**config.mk**
```make
export PLATFORM = sky130hd
export DESIGN_NAME = spr_line_rend
export DESIGN_NICKNAME = d
export VERILOG_FILES = /design/src/rtl/spr_line_rend.sv
export SDC_FILE = /design/constraint.sdc
export NUM_CORES = 1
export LEC_CHECK = 0
export BUFFER_PORTS_ARGS = -buffer_cell sky130_fd_sc_hd__buf_2
export CAP_MARGIN = 20
export CORE_AREA = 10 10 122 207
export CTS_CLUSTER_DIAMETER = 100
export CTS_CLUSTER_SIZE = 20
export DETAILED_ROUTE_END_ITERATION = 8
export DIE_AREA = 0 0 132 217
export PLACE_DENSITY = 0.75
export SLEW_MARGIN = 40
export SYNTH_ARGS = -nofsm -noshare
export SYNTH_HDL_FRONTEND = slang
export SYNTH_SLANG_ARGS = --single-unit
export TNS_END_PERCENT = 50
```
**constraint.sdc**
```tcl
create_clock -name clk -period 5.21 [get_ports clk]
set_input_delay 1.042 -clock clk [delete_from_list [all_inputs] [get_ports clk]]
set_output_delay 1.042 -clock clk [all_outputs]
set_load 0.01 [all_outputs]
```
**src/rtl/spr_line_rend.sv**
```systemverilog
// spr_line_rend - per-scanline sprite renderer.
//
// Holds up to NUM_SPR sprite slots. During hblank (LOAD) sprite words are
// accepted in order through load_valid/load_ready; during the visible line
// (DRAW) each pix_valid cycle produces one registered palette index, chosen
// as the lowest-index slot with an opaque pixel at pixel_x.
//
// Optional feature macro: SPR_ZERO_HIT_EN (sticky sprite-0 hit detection).
// Without it spr0_hit is tied low and bg_opaque is unused.
//
// Ports:
//   clk            pixel clock (posedge)
//   reset          asynchronous, active-high
//   line_start     pulse; clears slots, spr_count and overflow, enters LOAD
//   load_valid     load_data holds a sprite word
//   load_ready     LOAD state with a free slot
//   load_data      {ign, hflip, prio, ign[2:0], palette[1:0], xpos, plane1, plane0}
//   draw_en        level; moves LOAD -> DRAW
//   pix_valid      pixel_x valid this cycle
//   pixel_x        current screen X
//   bg_opaque      background pixel opaque (sprite-0 hit only)
//   pallete_colour {palette, pattern} of winning slot (1-cycle latency)
//   valid          pallete_colour is an opaque sprite pixel
//   behind_bg      priority bit of winning slot
//   spr_count      slots loaded this line
//   overflow       sticky: load attempted with all slots full
//   spr0_hit       sticky sprite-0 hit (cleared only by reset)
module spr_line_rend #(
    parameter int NUM_SPR = 8,
    parameter int XW      = 8,
    parameter int CNT_W   = $clog2(NUM_SPR + 1)
) (
    input  logic             clk,
    input  logic             reset,
    input  logic             line_start,
    input  logic             load_valid,
    output logic             load_ready,
    input  logic [31:0]      load_data,
    input  logic             draw_en,
    input  logic             pix_valid,
    input  logic [XW-1:0]    pixel_x,
    input  logic             bg_opaque,
    output logic [3:0]       pallete_colour,
    output logic             valid,
    output logic             behind_bg,
    output logic [CNT_W-1:0] spr_count,
    output logic             overflow,
    output logic             spr0_hit
);

    typedef enum logic [1:0] {S_IDLE, S_LOAD, S_DRAW} state_t;

    localparam logic [CNT_W-1:0] FULL = CNT_W'(NUM_SPR);

    state_t           state_q, state_d;
    logic [CNT_W-1:0] cnt_q, cnt_d;
    logic             ovf_q, ovf_d;
    logic             vld_q, vld_d;
    logic [3:0]       col_q, col_d;
    logic             pri_q, pri_d;
    logic             hit_q, hit_d;
    logic             accept;
    logic [31:0]      xpos_ext;

    // Slot storage: data only, validity is implied by slot index < cnt_q.
    logic [7:0]    p0_q   [NUM_SPR];
    logic [7:0]    p1_q   [NUM_SPR];
    logic [XW-1:0] xpos_q [NUM_SPR];
    logic [1:0]    pal_q  [NUM_SPR];
    logic          prio_q [NUM_SPR];
    logic          flip_q [NUM_SPR];

    // Pattern of one slot at pixel px; 00 when the slot does not cover px.
    // The XW+1-bit difference carries a borrow in its MSB when px < xpos,
    // so no wrap-around coverage is possible.
    function automatic logic [1:0] slot_pat(input logic [XW-1:0] px,
                                            input logic [XW-1:0] xp,
                                            input logic [7:0]    p0,
                                            input logic [7:0]    p1,
                                            input logic          flip);
        logic [XW:0] diff;
        logic [2:0]  idx;
        diff = {1'b0, px} - {1'b0, xp};
        idx  = flip ? diff[2:0] : (3'd7 - diff[2:0]);
        if (diff[XW:3] != '0) return 2'b00;
        return {p1[idx], p0[idx]};
    endfunction

    assign load_ready = (state_q == S_LOAD) && (cnt_q < FULL);
    assign accept     = load_valid && load_ready && !line_start;
    assign xpos_ext   = {24'd0, load_data[23:16]};

    always_comb begin
        state_d = state_q;
        cnt_d   = cnt_q;
        ovf_d   = ovf_q;
        case (state_q)
            S_IDLE:  state_d = S_IDLE;
            S_LOAD:  if (draw_en) state_d = S_DRAW;
            S_DRAW:  state_d = S_DRAW;
            default: state_d = S_IDLE;
        endcase
        if (accept) cnt_d = cnt_q + CNT_W'(1);
        if (load_valid && (state_q == S_LOAD) && (cnt_q == FULL)) ovf_d = 1'b1;
        // line_start overrides everything, including a same-cycle load.
        if (line_start) begin
            state_d = S_LOAD;
            cnt_d   = '0;
            ovf_d   = 1'b0;
        end
    end

    // Render: walk from the highest slot down so the lowest-index opaque
    // slot is the last to write the winner.
    always_comb begin
        logic [1:0] pat;
        logic       found;
        found = 1'b0;
        col_d = 4'd0;
        pri_d = 1'b0;
        for (int i = NUM_SPR - 1; i >= 0; i--) begin
            pat = slot_pat(pixel_x, xpos_q[i], p0_q[i], p1_q[i], flip_q[i]);
            if ((CNT_W'(i) < cnt_q) && (pat != 2'b00)) begin
                found = 1'b1;
                col_d = {pal_q[i], pat};
                pri_d = prio_q[i];
            end
        end
        vld_d = (state_q == S_DRAW) && pix_valid && found;
        if (!vld_d) begin
            col_d = 4'd0;
            pri_d = 1'b0;
        end
    end

`ifdef SPR_ZERO_HIT_EN
    logic s0_cand;
    assign s0_cand = (cnt_q != '0) &&
                     (slot_pat(pixel_x, xpos_q[0], p0_q[0], p1_q[0], flip_q[0]) != 2'b00);
    assign hit_d   = hit_q | ((state_q == S_DRAW) && pix_valid && s0_cand &&
                              bg_opaque && (pixel_x != '1));
    logic unused_sig;
    assign unused_sig = ^{load_data[31], load_data[28:26], xpos_ext};
`else
    assign hit_d = 1'b0;
    logic unused_sig;
    assign unused_sig = ^{load_data[31], load_data[28:26], xpos_ext, bg_opaque};
`endif

    // Control and output registers
    always_ff @(posedge clk or posedge reset) begin
        if (reset) begin
            state_q <= S_IDLE;
            cnt_q   <= '0;
            ovf_q   <= 1'b0;
            vld_q   <= 1'b0;
            col_q   <= 4'd0;
            pri_q   <= 1'b0;
            hit_q   <= 1'b0;
        end else begin
            state_q <= state_d;
            cnt_q   <= cnt_d;
            ovf_q   <= ovf_d;
            vld_q   <= vld_d;
            col_q   <= col_d;
            pri_q   <= pri_d;
            hit_q   <= hit_d;
        end
    end

    // Slot data registers
    always_ff @(posedge clk) begin
        for (int i = 0; i < NUM_SPR; i++) begin
            if (accept && (cnt_q == CNT_W'(i))) begin
                p0_q[i]   <= load_data[7:0];
                p1_q[i]   <= load_data[15:8];
                xpos_q[i] <= xpos_ext[XW-1:0];
                pal_q[i]  <= load_data[25:24];
                prio_q[i] <= load_data[29];
                flip_q[i] <= load_data[30];
            end
        end
    end

    assign pallete_colour = col_q;
    assign valid          = vld_q;
    assign behind_bg      = pri_q;
    assign spr_count      = cnt_q;
    assign overflow       = ovf_q;
    assign spr0_hit       = hit_q;

endmodule

```
**Word level (Yosys, flattened, before mapping)**

Memory sizes are Yosys's and may differ from the RTL's.
Cells that the tools add are included.

- $add $sub $neg: 17
- Magnitude comparators: 17
- Equal/unequal tests: 11
- Muxes and demuxes: 239
- Reduce and logical (&&, ||, !) cells: 85

Operators with widths:

| cell | number |
|---|---|
| 8-bit 2-to-1 mux | 21 |
| 8-bit OR reduction | 21 |
| 3-bit 2-to-1 mux | 50 |
| 1-bit 2-to-1 mux | 115 |
| 8-bit by 8-bit subtractor with 9-bit output | 8 |
| 2-bit 2-to-1 mux | 25 |
| 1-bit binary-select mux with 3-bit select | 16 |
| 6-bit nonzero test | 8 |
| 4-bit 2-to-1 mux | 11 |
| 3-bit by 4-bit < comparator with 1-bit output, second input constant | 8 |
| 3-bit subtractor, first input constant | 8 |
| 1-bit logical AND | 23 |
| 2-bit nonzero test | 10 |
| 4-bit by 3-bit equality test with 1-bit output, second input constant | 4 |
| 3-bit by 4-bit < comparator with 1-bit output, first input constant | 4 |
| 1-bit OR reduction | 14 |
| 2-bit OR reduction | 7 |
| 4-bit by 2-bit equality test with 1-bit output, second input constant | 2 |
| 1-bit by 4-bit < comparator with 1-bit output, first input constant | 2 |
| 2-bit by 4-bit < comparator with 1-bit output, first input constant | 2 |
| 4-bit by 1-bit adder with 4-bit output, second input constant | 1 |
| 4-bit by 1-bit equality test with 1-bit output, second input constant | 1 |
| 4-bit equality test, second input constant | 1 |
| 4-bit zero test | 1 |
| 6 further kinds | 6 |

- Register bits after elaboration: 13
- Memory bits (writable): 224
- Input bits: 47
- Output and inout bits: 13
- Logic and storage cells: 381
- Memories: 6

Memory list:

| memory | words | width | read ports | clocked after Yosys merged registers in | write ports | line | RTL |
|---|---|---|---|---|---|---|---|
| p0_q | 8 | 8 | 8 | 0 | 1 | 66 | `logic [7:0] p0_q [NUM_SPR];` |
| p1_q | 8 | 8 | 8 | 0 | 1 | 67 | `logic [7:0] p1_q [NUM_SPR];` |
| xpos_q | 8 | 8 | 8 | 0 | 1 | 68 | `logic [XW-1:0] xpos_q [NUM_SPR];` |
| pal_q | 8 | 2 | 8 | 0 | 1 | 69 | `logic [1:0] pal_q [NUM_SPR];` |
| flip_q | 8 | 1 | 8 | 0 | 1 | 71 | `logic flip_q [NUM_SPR];` |
| prio_q | 8 | 1 | 8 | 0 | 1 | 70 | `logic prio_q [NUM_SPR];` |

**Logic depth before layout (Yosys ltp)**

An unclocked memory read counts as a cell.

- Depth in word-level cells: 19
- Mapped depth: 15
- Gate-level depth less buffers: 13

**Worst setup path after synthesis**

No wires, ideal clock.

- Path kind: input to register
- From: in line_start
- To: mem flip_q[0][0], enable pin
- Library setup time: 0.484 ns
- Data arrival time: 4.009 ns
- Required time: 4.726 ns
- Setup slack: 0.717 ns
- Stages: 2
- Buffers on the path: 1
- Cell sequence: clkbuf_1 > nor4_1

- Word-level cells in the longest chain between the ends: 13
- Elaborated cells between the ends (all ways): 47
- Those cells by class: 30 x mux; 17 x reduce/logical

RTL lines:

| what | line | RTL |
|---|---|---|
| start, declared | 35 | `input logic line_start,` |
| 1-bit zero test * | 90 | `assign accept = load_valid && load_ready && !line_start;` |
| 1-bit logical AND * | 90 |  |
| 1-bit logical AND | 174 | `if (accept && (cnt_q == CNT_W'(i))) begin` |
| 1-bit 2-to-1 mux | 174 |  |
| 1-bit 2-to-1 mux (not written as such) | 180 | `flip_q[i] <= load_data[30];` |
| 1-bit OR reduction (no line) | - |  |
| 3-bit 2-to-1 mux (no line) / 1-bit 2-to-1 mux (equally long branches) (7 in a row) | - |  |
| end, declared | 71 |  |

Every way passes the cells marked *; elsewhere a longest branch is shown, timed or not.

**Worst setup path after layout**

- From: in pixel_x[0]
- To: reg col_q[0], in the netlist pallete_colour[0]

- Word-level cells in the longest chain between the ends: 18
- Elaborated cells between the ends (all ways): 114
- Those cells by class: 16 x add/sub; 73 x mux; 25 x reduce/logical

RTL lines:

| what | line | RTL |
|---|---|---|
| start, declared | 41 | `input logic [XW-1:0] pixel_x,` |
| 8-bit by 8-bit subtractor with 9-bit output | 83 | `diff = {1'b0, px} - {1'b0, xp};` |
| 3-bit subtractor | 84 | `idx = flip ? diff[2:0] : (3'd7 - diff[2:0]);` |
| 3-bit 2-to-1 mux | 84 |  |
| 1-bit binary-select mux with 3-bit select | 86 | `return {p1[idx], p0[idx]};` |
| 1-bit 2-to-1 mux (not written as such) | 86 |  |
| 2-bit 2-to-1 mux | 86 |  |
| 2-bit nonzero test | 123 | `if ((CNT_W'(i) < cnt_q) && (pat != 2'b00)) begin` |
| 1-bit logical AND | 123 |  |
| 1-bit 2-to-1 mux (8 in a row) | 123 |  |
| 1-bit logical AND | 129 | `vld_d = (state_q == S_DRAW) && pix_valid && found;` |
| 4-bit 2-to-1 mux * | 130 | `if (!vld_d) begin` |
| named net col_d[0] | 59 | `logic [3:0] col_q, col_d;` |
| end signal, assigned | 165 | `col_q <= col_d;` |
| end, declared | 59 |  |

Mark *: on every way through the listed nets, which the timed path passes. The rest lies on a longest branch. The select of a mux whose other input is x is not followed.
A chain may end at the register's enable or synchronous reset.

==> impl_results.md <==
* Worst-skew pair later-pin latency at around 480 ps
* Post-Synthesis Cells at 869
* Setup TNS at 0 ps
* Synth Area per Inst at 14.3 sq um
* Clk buf depth at 3
* CTS buffer count at 15
* Total die area at between 20000 and 30000 sq um
* CTS tree: done
* Unique masters post-synth at 77
* Worst setup EP type: flip-flop
* Mapped cell area at 12400 sq um
* Critical-path cell list: buf_2 -> inv_1 -> ha_1 -> fa_1 -> mux4_1 -> mux4_2 -> o211a_4 -> or4b_1 -> a31o_1 -> a211oi_2 -> o21a_1
* Total Wirelength at between 20 and 30 mm
* Slew of the pin with the lowest slew margin at roughly 650 ps
* I/O Pins at 60
* Clock Skew at between 20 and 25 ps
* Critical Path AT at approximately 4800 ps
* Post-CTS setup buffer count at 0
* Critical path type: input port to flip-flop
* Async S/R FF share, synth at 0.0549
* EDFF count, synth at approximately 220
* Area grow syn2layout at 8.68%
* Via density at between 6 and 7
* Die Ht at 217 um
* Met1 WL at 10.5 mm
* Max_slew headroom at 0.564
* Largest net degree at the start of global routing at 29
* Gr ovfl total at 0
* Hold Path Class: flip-flop to flip-flop
* Crit Path Max Fanout at 8
* Port Buffers at 53
* Fill count at 1642
* CTS Sinks at 237
* Sequential area share after synthesis at 0.566
* Hold Vio Cnt, Final at 0
* CTS Root Cell: clkbuf_16
* Final Setup Violations at 0
* Synth area leader: edfxtp_1
* First-pass GRT wire length at 43.7 mm
* Mapped Nets at 993
* VDD IR max at around 0.00034 V
* Initial antenna violation count at 0
* Slowest cell on crit path: fa_1
* Critical Path Max Stage Delay at about 700 ps
* GRT Overall Usage at 0.197
* CORE AREA at approximately 22000 sq um
* Initial core utilization at 0.569
* DR pass1 iterations at 6
* Vias in the first global route at roughly 7900
* Width of the die at between 100 and 150 um
* H-tree depth at 1
* Met3 WL at around 1.1 mm
* Num rows at roughly 70
* Vias at between 7000 and 8000
* Post-route DRC at 0
* FF+latch count, synth at between 200 and 250
* Maximum clock rate at approximately 0.23 GHz
* Detail Route Antenna Nets at 0
* Post-detail-place hpwl at ~21 mm
* Post-synth top area share at 0.540
* WL/cell at between 20 and 25 um
* Startpoint Class: input port
* Hold_buf cts at 0
* # nets final at 1060
* Layout cells sized above 1 at 0.160
* Initial DRC count at between 500 and 600
* Top delay family on crit path: multiplexers
* Post-CTS Resized at 0
* Top cells by area, synth: edfxtp_1, mux4_2, ha_1
* Fin. max-slew vios at 0
* Status: finished clean
* CTS clk-pin slew, worst paths at roughly 90 ps
* Pwr/cell area at 266 nW/um^2
* Layout Utilization at 0.618
* CP bufs+invs at 2
* Gp weighted congestion at roughly 0.88
* Max Cap Viol at 0
* Main synth FF type: edfxtp_1
* Leak at 5.09 nW
* RSZ-0062 raised after global routing: no
* Req. time, crit path at roughly 5600 ps
* DR top layer: met4
* ANT cells at 0
* Tcrit/Tclk final at 0.848
* Total power at 3.60 mW
* Period minus WS final at about 4400 ps
* Worst hold slack at around 510 ps
* Met2 wire length at 15.3 mm
* Synth warn at 0
[layout by cell type (no fill, tap or decap), types with 12 or more instances in the layout]
cell       instances
edfxtp_1         224
inv_1             90
ha_1              69
buf_2             53
mux4_2            46
a21oi_1           41
nor2_1            28
o21ai_0           26
nand2_1           23
nor2b_1           22
mux2i_1           21
nand3_1           19
buf_4             18
xor2_1            16
xnor2_1           15
clkbuf_16         15
dfrtp_1           13
o21a_1            12
[stage by stage]
| stage | setup WS (ps) | std cells | area, sq um |
|---|---|---|---|
| 5_1_grt | 549 | 1236 | 13500 |
| 4_1_cts | 819 | 1236 | 13500 |
| 2_1_floorplan | 717 | 869 | 12400 |
| 6_report | 793 | 1236 | 13500 |
| 3_5_place_dp | 332 | 1215 | 13100 |
| 3_3_place_gp | 353 | 1215 | 13100 |
[path summary, 6_finish.rpt]
path | start | end | slack (ps) | cells past startpoint
worst max-delay path | pixel_x[0] | pallete_colour[0]$_DFF_PP0_ | 790 | 11
worst min-delay path | overflow$_DFFE_PP0P_ | overflow$_DFFE_PP0P_ | 510 | 2
worst max register to register | xpos_q[1][8]$_DFFE_PP_ | pallete_colour[0]$_DFF_PP0_ | 1210 | 9
worst min register to register | overflow$_DFFE_PP0P_ | overflow$_DFFE_PP0P_ | 510 | 2
max in group asynchronous | reset | pallete_colour[3]$_DFF_PP0_ | 4260 | 2
min in group asynchronous | reset | pallete_colour[2]$_DFF_PP0_ | 590 | 2
[flip-flops by register name, indices dropped and copies added (netlist names), 2 cells and up]
register and count:
pal_q 16, prio_q 8, p1_q 64, spr_count 4
flip_q 8, state_q 2, p0_q 64, pallete_colour 4
xpos_q 64
[cells in the mapped netlist (all sizes together) (9+ instances only)]
cell type,number
edfxtp,224
inv,90
ha,69
mux4,56
a21oi,41
nor2,28
o21ai,27
nand2,23
nor2b,22
mux2i,21
nand3,19
xor2,17
xnor2,15
clkbuf,13
dfrtp,13
o21a,12
a211oi,10
and2,10
a21o,9
[report_power, final]
| part | switching [mW] | internal [mW] |
|---|---|---|
| logic | 0.231 | 0.160 |
| registers | 0.00749 | 2.10 |
| clock network | 0.575 | 0.531 |
| total | 0.813 | 2.79 |
[tightest hold or removal path: stages, from the launching register on]
cell and delay (ps):
dfrtp_1 350, nor2_1 50, nor2_1 80
[area by class of cell]
class	count	area [sq um]	area share
inverter	90	338	0.0250
clock buffer	20	394	0.0291
clock inverter	1	5.00	0.000370
sequential	237	7050	0.521
timing repair buffer	71	400	0.0296
multi-input combinational	521	4970	0.367
tap	296	370	0.0274
[routing by layer]
metal,vias up,track usage
met2,241,0.373
met1,3760,0.209
met3,71,0.0219
met4,0,0.101
li1,3522,-
met5,-,0
[logic make-up (layout without fill, tap and decap cells)]
family	after synthesis	count (layout)	synth area share
buf+inv	111	182	0.0355
fa+ha+maj	77	77	0.0822
other cells	1	1	0.000301
mux	80	80	0.124
simple gates	156	156	0.0690
flops	237	237	0.566
xor+xnor	32	32	0.0240
compound gates	175	175	0.0986
(Power assumes the default switching activity.)
